## src/rtl/hazard_forward_unit_pkg.sv

```systemverilog
// Shared definitions for the hazard/forwarding controller: default opcodes,
// FSM state encoding and forward-select encoding.
package hazard_forward_unit_pkg;

  localparam logic [3:0] OPC_NOP_DEF   = 4'b0000;
  localparam logic [3:0] OPC_ST_DEF    = 4'b1011;
  localparam logic [3:0] OPC_LD_DEF    = 4'b1010;
  localparam logic [3:0] OPC_NORS2_DEF = 4'b1001;

  localparam logic [0:0] ST_RUN      = 1'b0;
  localparam logic [0:0] ST_MEM_WAIT = 1'b1;

  typedef enum logic [1:0] {
    FWD_RF  = 2'b00,
    FWD_EX  = 2'b01,
    FWD_MEM = 2'b10,
    FWD_WB  = 2'b11
  } fwd_sel_e;

endpackage

```

## src/rtl/hfu_sat_counter.sv

```systemverilog
// Saturating up-counter with synchronous clear; clear beats increment.
module hfu_sat_counter #(
  parameter int CNT_W = 16
) (
  input  logic             clk,
  input  logic             rst,
  input  logic             inc_i,
  input  logic             clr_i,
  output logic [CNT_W-1:0] cnt_o
);

  logic [CNT_W-1:0] cnt_q;
  logic [CNT_W-1:0] cnt_d;

  always_comb begin
    cnt_d = cnt_q;
    if (clr_i) begin
      cnt_d = '0;
    end else if (inc_i && (cnt_q != '1)) begin
      cnt_d = cnt_q + 1'b1;
    end
  end

  always_ff @(posedge clk) begin
    if (rst) begin
      cnt_q <= '0;
    end else begin
      cnt_q <= cnt_d;
    end
  end

  assign cnt_o = cnt_q;

endmodule

```

## src/rtl/hazard_forward_unit.sv

```systemverilog
// Operand forwarding, load-use/interlock stalls, memory-wait freeze with a
// watchdog, and saturating stall/bubble performance counters.
module hazard_forward_unit
  import hazard_forward_unit_pkg::*;
#(
  parameter int              RA_W      = 3,
  parameter int              OPC_W     = 4,
  parameter logic [OPC_W-1:0] OPC_NOP   = OPC_NOP_DEF,
  parameter logic [OPC_W-1:0] OPC_ST    = OPC_ST_DEF,
  parameter logic [OPC_W-1:0] OPC_LD    = OPC_LD_DEF,
  parameter logic [OPC_W-1:0] OPC_NORS2 = OPC_NORS2_DEF,
  parameter int              CNT_W     = 16,
  parameter int              TIMEOUT   = 1024
) (
  input  logic             clk,
  input  logic             rst,
  input  logic [RA_W-1:0]  rs1,
  input  logic [RA_W-1:0]  rs2,
  input  logic [OPC_W-1:0] opc_id,
  input  logic [RA_W-1:0]  rd_ex,
  input  logic [RA_W-1:0]  rd_mem,
  input  logic [RA_W-1:0]  rd_wb,
  input  logic [OPC_W-1:0] opc_ex,
  input  logic [OPC_W-1:0] opc_mem,
  input  logic [OPC_W-1:0] opc_wb,
  input  logic             forward_en,
  input  logic             mem_ready,
  input  logic             perf_clr,
  output logic             stall,
  output logic             bubble_ex,
  output logic             freeze,
  output logic [1:0]       forward_A,
  output logic [1:0]       forward_B,
  output logic             mem_timeout,
  output logic [CNT_W-1:0] stall_cnt,
  output logic [CNT_W-1:0] luse_cnt
);

  localparam int WAIT_W = $clog2(TIMEOUT + 1);

  function automatic logic writes(input logic [OPC_W-1:0] opc);
    return (opc != OPC_NOP) && (opc != OPC_ST);
  endfunction

  function automatic logic hit(input logic wr, input logic [RA_W-1:0] rd,
                               input logic [RA_W-1:0] rs);
    return wr && (rd == rs) && (rd != '0);
  endfunction

  function automatic fwd_sel_e pick(input logic off, input logic ex,
                                    input logic mem, input logic wb);
    if (off)      return FWD_RF;
    else if (ex)  return FWD_EX;
    else if (mem) return FWD_MEM;
    else if (wb)  return FWD_WB;
    else          return FWD_RF;
  endfunction

  logic wr_ex, wr_mem, wr_wb, rs2_src, ex_fwd_ok, mem_acc, fwd_off;
  logic hz_ex_1, hz_ex_2, hz_mem_1, hz_mem_2, hz_wb_1, hz_wb_2;
  logic luse, intl;

  assign wr_ex   = writes(opc_ex);
  assign wr_mem  = writes(opc_mem);
  assign wr_wb   = writes(opc_wb);
  assign rs2_src = (opc_id != OPC_NORS2);

  assign hz_ex_1  = hit(wr_ex, rd_ex, rs1);
  assign hz_mem_1 = hit(wr_mem, rd_mem, rs1);
  assign hz_wb_1  = hit(wr_wb, rd_wb, rs1);
  assign hz_ex_2  = rs2_src && hit(wr_ex, rd_ex, rs2);
  assign hz_mem_2 = rs2_src && hit(wr_mem, rd_mem, rs2);
  assign hz_wb_2  = rs2_src && hit(wr_wb, rd_wb, rs2);

  // A load in EX has no result yet, so it can never be a forwarding source.
  assign ex_fwd_ok = (opc_ex != OPC_LD);
  assign mem_acc   = (opc_mem == OPC_LD) || (opc_mem == OPC_ST);
  assign freeze    = mem_acc && !mem_ready && !rst;
  assign fwd_off   = !forward_en || freeze || rst;

  assign forward_A = pick(fwd_off, hz_ex_1 && ex_fwd_ok, hz_mem_1, hz_wb_1);
  assign forward_B = pick(fwd_off, hz_ex_2 && ex_fwd_ok, hz_mem_2, hz_wb_2);

  assign luse      = (opc_ex == OPC_LD) && (hz_ex_1 || hz_ex_2);
  assign intl      = !forward_en &&
                     (hz_ex_1 || hz_ex_2 || hz_mem_1 || hz_mem_2 || hz_wb_1 || hz_wb_2);
  assign stall     = (freeze || luse || intl) && !rst;
  assign bubble_ex = stall && !freeze;

  logic [0:0]        state_q, state_d;
  logic [WAIT_W-1:0] wait_q, wait_d;
  logic              timeout_q, timeout_d;

  always_comb begin
    state_d = state_q;
    case (state_q)
      ST_RUN:      if (freeze) state_d = ST_MEM_WAIT;
      ST_MEM_WAIT: if (mem_ready) state_d = ST_RUN;
      default:     state_d = ST_RUN;
    endcase
  end

  // wait_q counts consecutive frozen cycles, including the one that enters MEM_WAIT.
  always_comb begin
    wait_d = '0;
    if (state_d == ST_MEM_WAIT) begin
      wait_d = (wait_q == WAIT_W'(TIMEOUT)) ? wait_q : wait_q + 1'b1;
    end
    timeout_d = timeout_q ||
                ((state_q == ST_MEM_WAIT) && (wait_q == WAIT_W'(TIMEOUT - 1)) && freeze);
  end

  always_ff @(posedge clk) begin
    if (rst) begin
      state_q   <= ST_RUN;
      wait_q    <= '0;
      timeout_q <= 1'b0;
    end else begin
      state_q   <= state_d;
      wait_q    <= wait_d;
      timeout_q <= timeout_d;
    end
  end

  assign mem_timeout = timeout_q;

  hfu_sat_counter #(.CNT_W(CNT_W)) u_stall_cnt (
    .clk  (clk),
    .rst  (rst),
    .inc_i(stall),
    .clr_i(perf_clr),
    .cnt_o(stall_cnt)
  );

  hfu_sat_counter #(.CNT_W(CNT_W)) u_luse_cnt (
    .clk  (clk),
    .rst  (rst),
    .inc_i(luse && !freeze),
    .clr_i(perf_clr),
    .cnt_o(luse_cnt)
  );

endmodule

```

## config.mk

```make
export PLATFORM = sky130hd
export DESIGN_NAME = hazard_forward_unit
export DESIGN_NICKNAME = d
export VERILOG_FILES = /design/src/rtl/hazard_forward_unit_pkg.sv /design/src/rtl/hfu_sat_counter.sv /design/src/rtl/hazard_forward_unit.sv
export SDC_FILE = /design/constraint.sdc
export NUM_CORES = 1
export LEC_CHECK = 0
export ABC_CLOCK_PERIOD_IN_PS = 2740
export BUFFER_PORTS_ARGS = -buffer_cell sky130_fd_sc_hd__buf_2
export CORE_ASPECT_RATIO = 1.4
export CORE_UTILIZATION = 25
export CTS_CLUSTER_DIAMETER = 30
export CTS_CLUSTER_SIZE = 8
export DETAILED_ROUTE_END_ITERATION = 7
export GPL_TIMING_DRIVEN = 0
export SKIP_CTS_REPAIR_TIMING = 1
export SYNTH_ARGS = -nofsm -noshare
export SYNTH_HDL_FRONTEND = slang
export SYNTH_SLANG_ARGS = --single-unit
```

## constraint.sdc

```tcl
create_clock -name clk -period 2.74 [get_ports clk]
set_input_delay 0.548 -clock clk [delete_from_list [all_inputs] [get_ports clk]]
set_output_delay 0.548 -clock clk [all_outputs]
set_load 0.02 [all_outputs]
```

Word-level counts from Yosys, hierarchy flattened

Index checks and enable logic that the tools add are counted.

Logic and storage cells: 93
Flip-flop bits (word level): 45
Output and inout bits: 40

Reduce and logical (&&, ||, !) cells: 54
Muxes and demuxes: 11
Equality and inequality tests: 18
Add/sub/neg operators: 3
Bitwise logic cells: 2

Operators by type and width:

| kind                                                              | number |
|---|---|
| 16-bit by 1-bit adder with 16-bit output, second input constant   | 2 |
| 16-bit != test, second input constant                             | 2 |
| 1-bit logical AND                                                 | 31 |
| 4-bit != test, second input constant                              | 5 |
| 3-bit == test                                                     | 6 |
| 2-bit two-way mux                                                 | 8 |
| 4-bit == test, second input constant                              | 3 |
| 4-bit nonzero test                                                | 3 |
| 11-bit by 1-bit adder with 11-bit output, second input constant   | 1 |
| 11-bit by 10-bit == test with 1-bit output, second input constant | 1 |
| 11-bit == test, second input constant                             | 1 |
| 1-bit logical OR                                                  | 11 |
| 3-bit nonzero test                                                | 3 |
| 1-bit logical NOT                                                 | 4 |
| 2-bit OR reduction                                                | 2 |
| 1-bit two-way mux                                                 | 2 |
| 1-bit NOT                                                         | 2 |
| 1-bit case mux with 2 select lines                                | 1 |

Depth between registers and ports, before layout

Depth in word-level cells: 14
Mapped depth: 9
Mapped depth without buffers: 8

By module

Synthesis repeated with hierarchy kept, for this count alone.

Cell total of the unflattened synthesis: 335
Area total of the unflattened synthesis: 2881.5 um^2

Modules (own cells, without submodules):

| module              | seq. area each (um^2) | area each (um^2) | cells each | times used |
|---|---|---|---|---|
| hfu_sat_counter     | 320.3                 | 917.1            | 102        | 2 |
| hazard_forward_unit | 260.2                 | 1047.3           | 131        | 1 |

Least setup slack after synthesis

Ideal clock, no wire load.

Kind: in2out
From: in opc_wb[0]
To: out bubble_ex
Buffers on the path: 0
Cell stages on the path: 6
Path slack: 27 ps
Arrival time: 2165 ps
Path through: or4_4 > o311ai_4 > o2bb2ai_2 > a311oi_4 > a21oi_1 > nor2b_1

Cells in the longest elaborated chain, start to end: 10
Elaborated cells on any way between the ends: 14
Those cells by class: 1 x eq/ne; 13 x reduce/logical

Ends and longest elaborated chain:

| element                                                      | RTL line                                             | text |
|---|---|---|
| start: declaration                                           | hazard_forward_unit.sv:25                            | `input logic [OPC_W-1:0] opc_wb,` |
| 4-bit != test / 4-bit nonzero test (equally long branches)   | hazard_forward_unit.sv:42                            | `return (opc != OPC_NOP) && (opc != OPC_ST);` |
| 1-bit logical AND *                                          | hazard_forward_unit.sv:42                            |  |
| 1-bit logical AND (2 in a row)                               | hazard_forward_unit.sv:47                            | `return wr && (rd == rs) && (rd != '0);` |
| 1-bit logical OR / 1-bit logical AND (equally long branches) | hazard_forward_unit.sv:86, hazard_forward_unit.sv:73 |  |
| 1-bit logical OR *                                           | hazard_forward_unit.sv:86                            | `(hz_ex_1 \|\| hz_ex_2 \|\| hz_mem_1 \|\| hz_mem_2 \|\| hz_wb_1 \|\| hz_wb_2);` |
| 1-bit logical AND *                                          | hazard_forward_unit.sv:85                            | `assign intl = !forward_en &&` |
| 1-bit logical OR *                                           | hazard_forward_unit.sv:87                            | `assign stall = (freeze \|\| luse \|\| intl) && !rst;` |
| 1-bit logical AND *                                          | hazard_forward_unit.sv:87                            |  |
| net stall                                                    | hazard_forward_unit.sv:29                            | `output logic stall,` |
| 1-bit logical AND *                                          | hazard_forward_unit.sv:88                            | `assign bubble_ex = stall && !freeze;` |
| end: declaration                                             | hazard_forward_unit.sv:30                            | `output logic bubble_ex,` |

Mark *: on every way through the listed nets, which the timed path passes. The rest lies on a longest branch.

Final worst setup path

From: in opc_wb[3]
To: out bubble_ex

Cells in the longest elaborated chain, start to end: 10
Elaborated cells on any way between the ends: 14
Those cells by class: 1 x eq/ne; 13 x reduce/logical

Ends and longest elaborated chain:

| element                                                      | RTL line |
|---|---|
| 4-bit != test / 4-bit nonzero test (equally long branches)   | hazard_forward_unit.sv:42 |
| 1-bit logical AND *                                          | hazard_forward_unit.sv:42 |
| 1-bit logical AND (2 in a row)                               | hazard_forward_unit.sv:47 |
| 1-bit logical OR / 1-bit logical AND (equally long branches) | hazard_forward_unit.sv:86, hazard_forward_unit.sv:73 |
| 1-bit logical OR *                                           | hazard_forward_unit.sv:86 |
| 1-bit logical AND *                                          | hazard_forward_unit.sv:85 |
| 1-bit logical OR *                                           | hazard_forward_unit.sv:87 |
| 1-bit logical AND *                                          | hazard_forward_unit.sv:87 |
| 1-bit logical AND *                                          | hazard_forward_unit.sv:88 |

Every way passes the cells marked *; elsewhere a longest branch is shown, timed or not.

==> results.md <==
- Clock Path Buffers: 2
- IO Port Bufs: 75
- Antenna violations before repair: 0
- Initial Util: 0.257
- Largest cells by area after synthesis: dfxtp_1, xnor2_1, nor2_1
- Startpoint Class: input port
- Endpoints failing setup: 0
- WL/cell: 12.9 microns
- Sequential-to-total area share from yosys stat: 0.339
- Placed Area: 0.00321 sq mm
- Yosys warns: 0
- PwrDens: 479 mW/mm^2
- Non-filler instance count after layout: 539
- CTS Buf Count: 5
- Filler cells: 1129
- Yosys cell types: 49
- CP Capture Type: output pin
- Via density: 4.79
- # IOs: 76
- Die footprint: 0.0111 sq mm
- Crit path from: opc_wb[3]
- First-pass GRT wire length: 10.9 mm
- Clk_lat worst skew: 0.29 ns
- Syn nets: 355
- H-tree Lvls: 2
- CTS tree: built
- Root Driver: clkbuf_16
- Area leader, netlist: dfxtp_1
- Drt first-iter violations: 125
- Final ANT Viol Nets: 0
- Tcrit/Tclk final: 0.984
- DR pass1 iterations: 4
- GRT Resource Usage Total: 0.127
- CTS Sinks: 45
- Worst hold path class: flop to flop
- FF-to-FF Start: u_stall_cnt.cnt_o[0]
- Cell area after layout: 0.00349 sq mm
- Worst path arrival time: 2.15 ns
- Seq cells post-synth: 45
- Leak pwr: 0.00142 uW
- Pins Over Slew Limit: 0
- Final Power: 1670 uW
- Syn_area_per_cell: 8.44 sq um
- Setup CP Type: input port to output pin
- Layout overhead on the synthesized area: 31.3%
- Yosys top cell area share: 0.339
- # rows: 44
- Outcome: complete, no violations
- Wl on met1: 2.85 mm
- Met2 WL: 3.66 mm
- Placer Congestion: 0.794
- Met3 WL: 294 microns
- Multi-input logic area: 0.00175 sq mm
- FF/Latch Area: 901 sq um
- Cell count after synthesis: 315
- Most common cell in the synthesized netlist: nor2_1
- Max FO, Critical Path: 4
- Die height: 124 microns
- Period minus WS final: 2.70 ns
- Hold depth: 2
- Max-cap violations: 0
- Top Metal Used: met4
- Layout cell share with drive strength beyond 1: 0.269
- Core region area: 0.0103 sq mm
- Hold Crit Start: mem_timeout
- Final Hold Slack: 0.482 ns
- Width of the die: 89.2 microns
- Layout Skew: 0.00910 ns
- R2r worst-path depth: 8
- Post-DP HPWL: 5.40 mm
- EDFF count, synth: 0
- Hold EP: mem_timeout
- Clock slew at reported path FFs: 0.06 ns
- Placed cells: 528
- Number of global-route vias before repair: 2361
- Fmax: 0.371 GHz
- Worst reg2reg path endpoint: u_stall_cnt.cnt_o[4]
- Ys flop type: dfxtp_1
- Slew @ Worst Pin: 0.826 ns
- GRT overflow: 0
- Routed vias: 2580
- ANT cells: 0
- Peak VDD IR: 0.221 mV
- DRC: 0
- Mapped Area: 0.00266 sq mm
- Nets: 440
- Hold Violations, Final: 0
- Most instantiated cells after synthesis: nor2_1, dfxtp_1, xnor2_1
- Final WL: 6.94 mm
- Ys async rst share: 0
- R2R setup slack: 0.49 ns
- Largest net degree at the start of global routing: 16
- Worst endpoint required time: 2.19 ns
- Max_slew headroom: 0.445
## how the worst max path moves through the flow
stage | end | slack (ns) | depth (start not counted)
CTS | bubble_ex | -0.17 | 8
floorplan | bubble_ex | 0.03 | 6
detailed placement | bubble_ex | -0.16 | 8
finish | bubble_ex | 0.04 | 8
global placement | bubble_ex | -0.15 | 8
global route | bubble_ex | -0.05 | 8
## metal layers
layer	track usage	vias up
met1	0.138	1221
li1	-	1301
met2	0.234	48
met3	0.0318	10
met4	0.0456	0
met5	0	-
## registers in the layout, indices dropped and copies added (netlist names)
signal and cells:
wait_q 11, state_q 1, u_luse_cnt.cnt_o 16, u_stall_cnt.cnt_o 16, mem_timeout 1
## power by group
group / internal (uW) / total (uW) / switching (uW)
sequential: 656 / 659 / 2.65
clock: 526 / 791 / 265
combinational: 97.3 / 224 / 127
total: 1280 / 1670 / 395
## cells by family (layout without fill, tap and decap cells)
kind of cell	Yosys count	in the layout	synth area share
buffers and inverters	16	102	0.0254
DFF	45	45	0.339
adders and majority gates	4	4	0.0188
AOI/OAI and AO/OA	45	45	0.151
and+or+nand+nor	157	157	0.305
xor gates and xnor gates	42	42	0.138
muxes	6	6	0.0230
## layout make-up
cell class / instances / area share
Buffer: 8 / 0.0107
Clock buffer: 5 / 0.0358
Clock inverter: 3 / 0.0197
Inverter: 8 / 0.00860
Multi-Input combinational cell: 254 / 0.500
Sequential cell: 45 / 0.258
Tap cell: 138 / 0.0494
Timing Repair Buffer: 78 / 0.118
## critical path: stages
cell	delay, ns
buf_6	0.09
or4_4	0.53
o311ai_4	0.15
o2bb2ai_4	0.13
a311oi_4	0.27
a21oi_2	0.10
nor2b_4	0.15
buf_6	0.16
## per-stage QoR
stage / TNS [ns] / setup slack (ns) / util
6_report: 0 / 0.0444 / 0.337
5_1_grt: -0.0531 / -0.0531 / 0.337
4_1_cts: -0.170 / -0.170 / 0.329
3_5_place_dp: -0.160 / -0.160 / 0.310
3_3_place_gp: -0.152 / -0.152 / 0.310
2_1_floorplan: 0 / 0.0272 / -
## placed cells by master, fill, tap and decap left out, types with 4 or more instances in the layout
cell type / n
buf_2: 73
nor2_1: 50
dfxtp_1: 45
xnor2_1: 27
nand2_1: 26
nand3_1: 15
xor2_1: 15
nand4_1: 12
and3_1: 9
inv_1: 8
a21oi_1: 8
or3_1: 7
clkbuf_1: 7
nor3_1: 6
a31o_1: 5
and4_1: 5
mux2i_1: 5
clkbuf_16: 5
nor4_1: 4
a211oi_1: 4
a21oi_2: 4
ha_1: 4
Power figures use the tool's default switching activity.
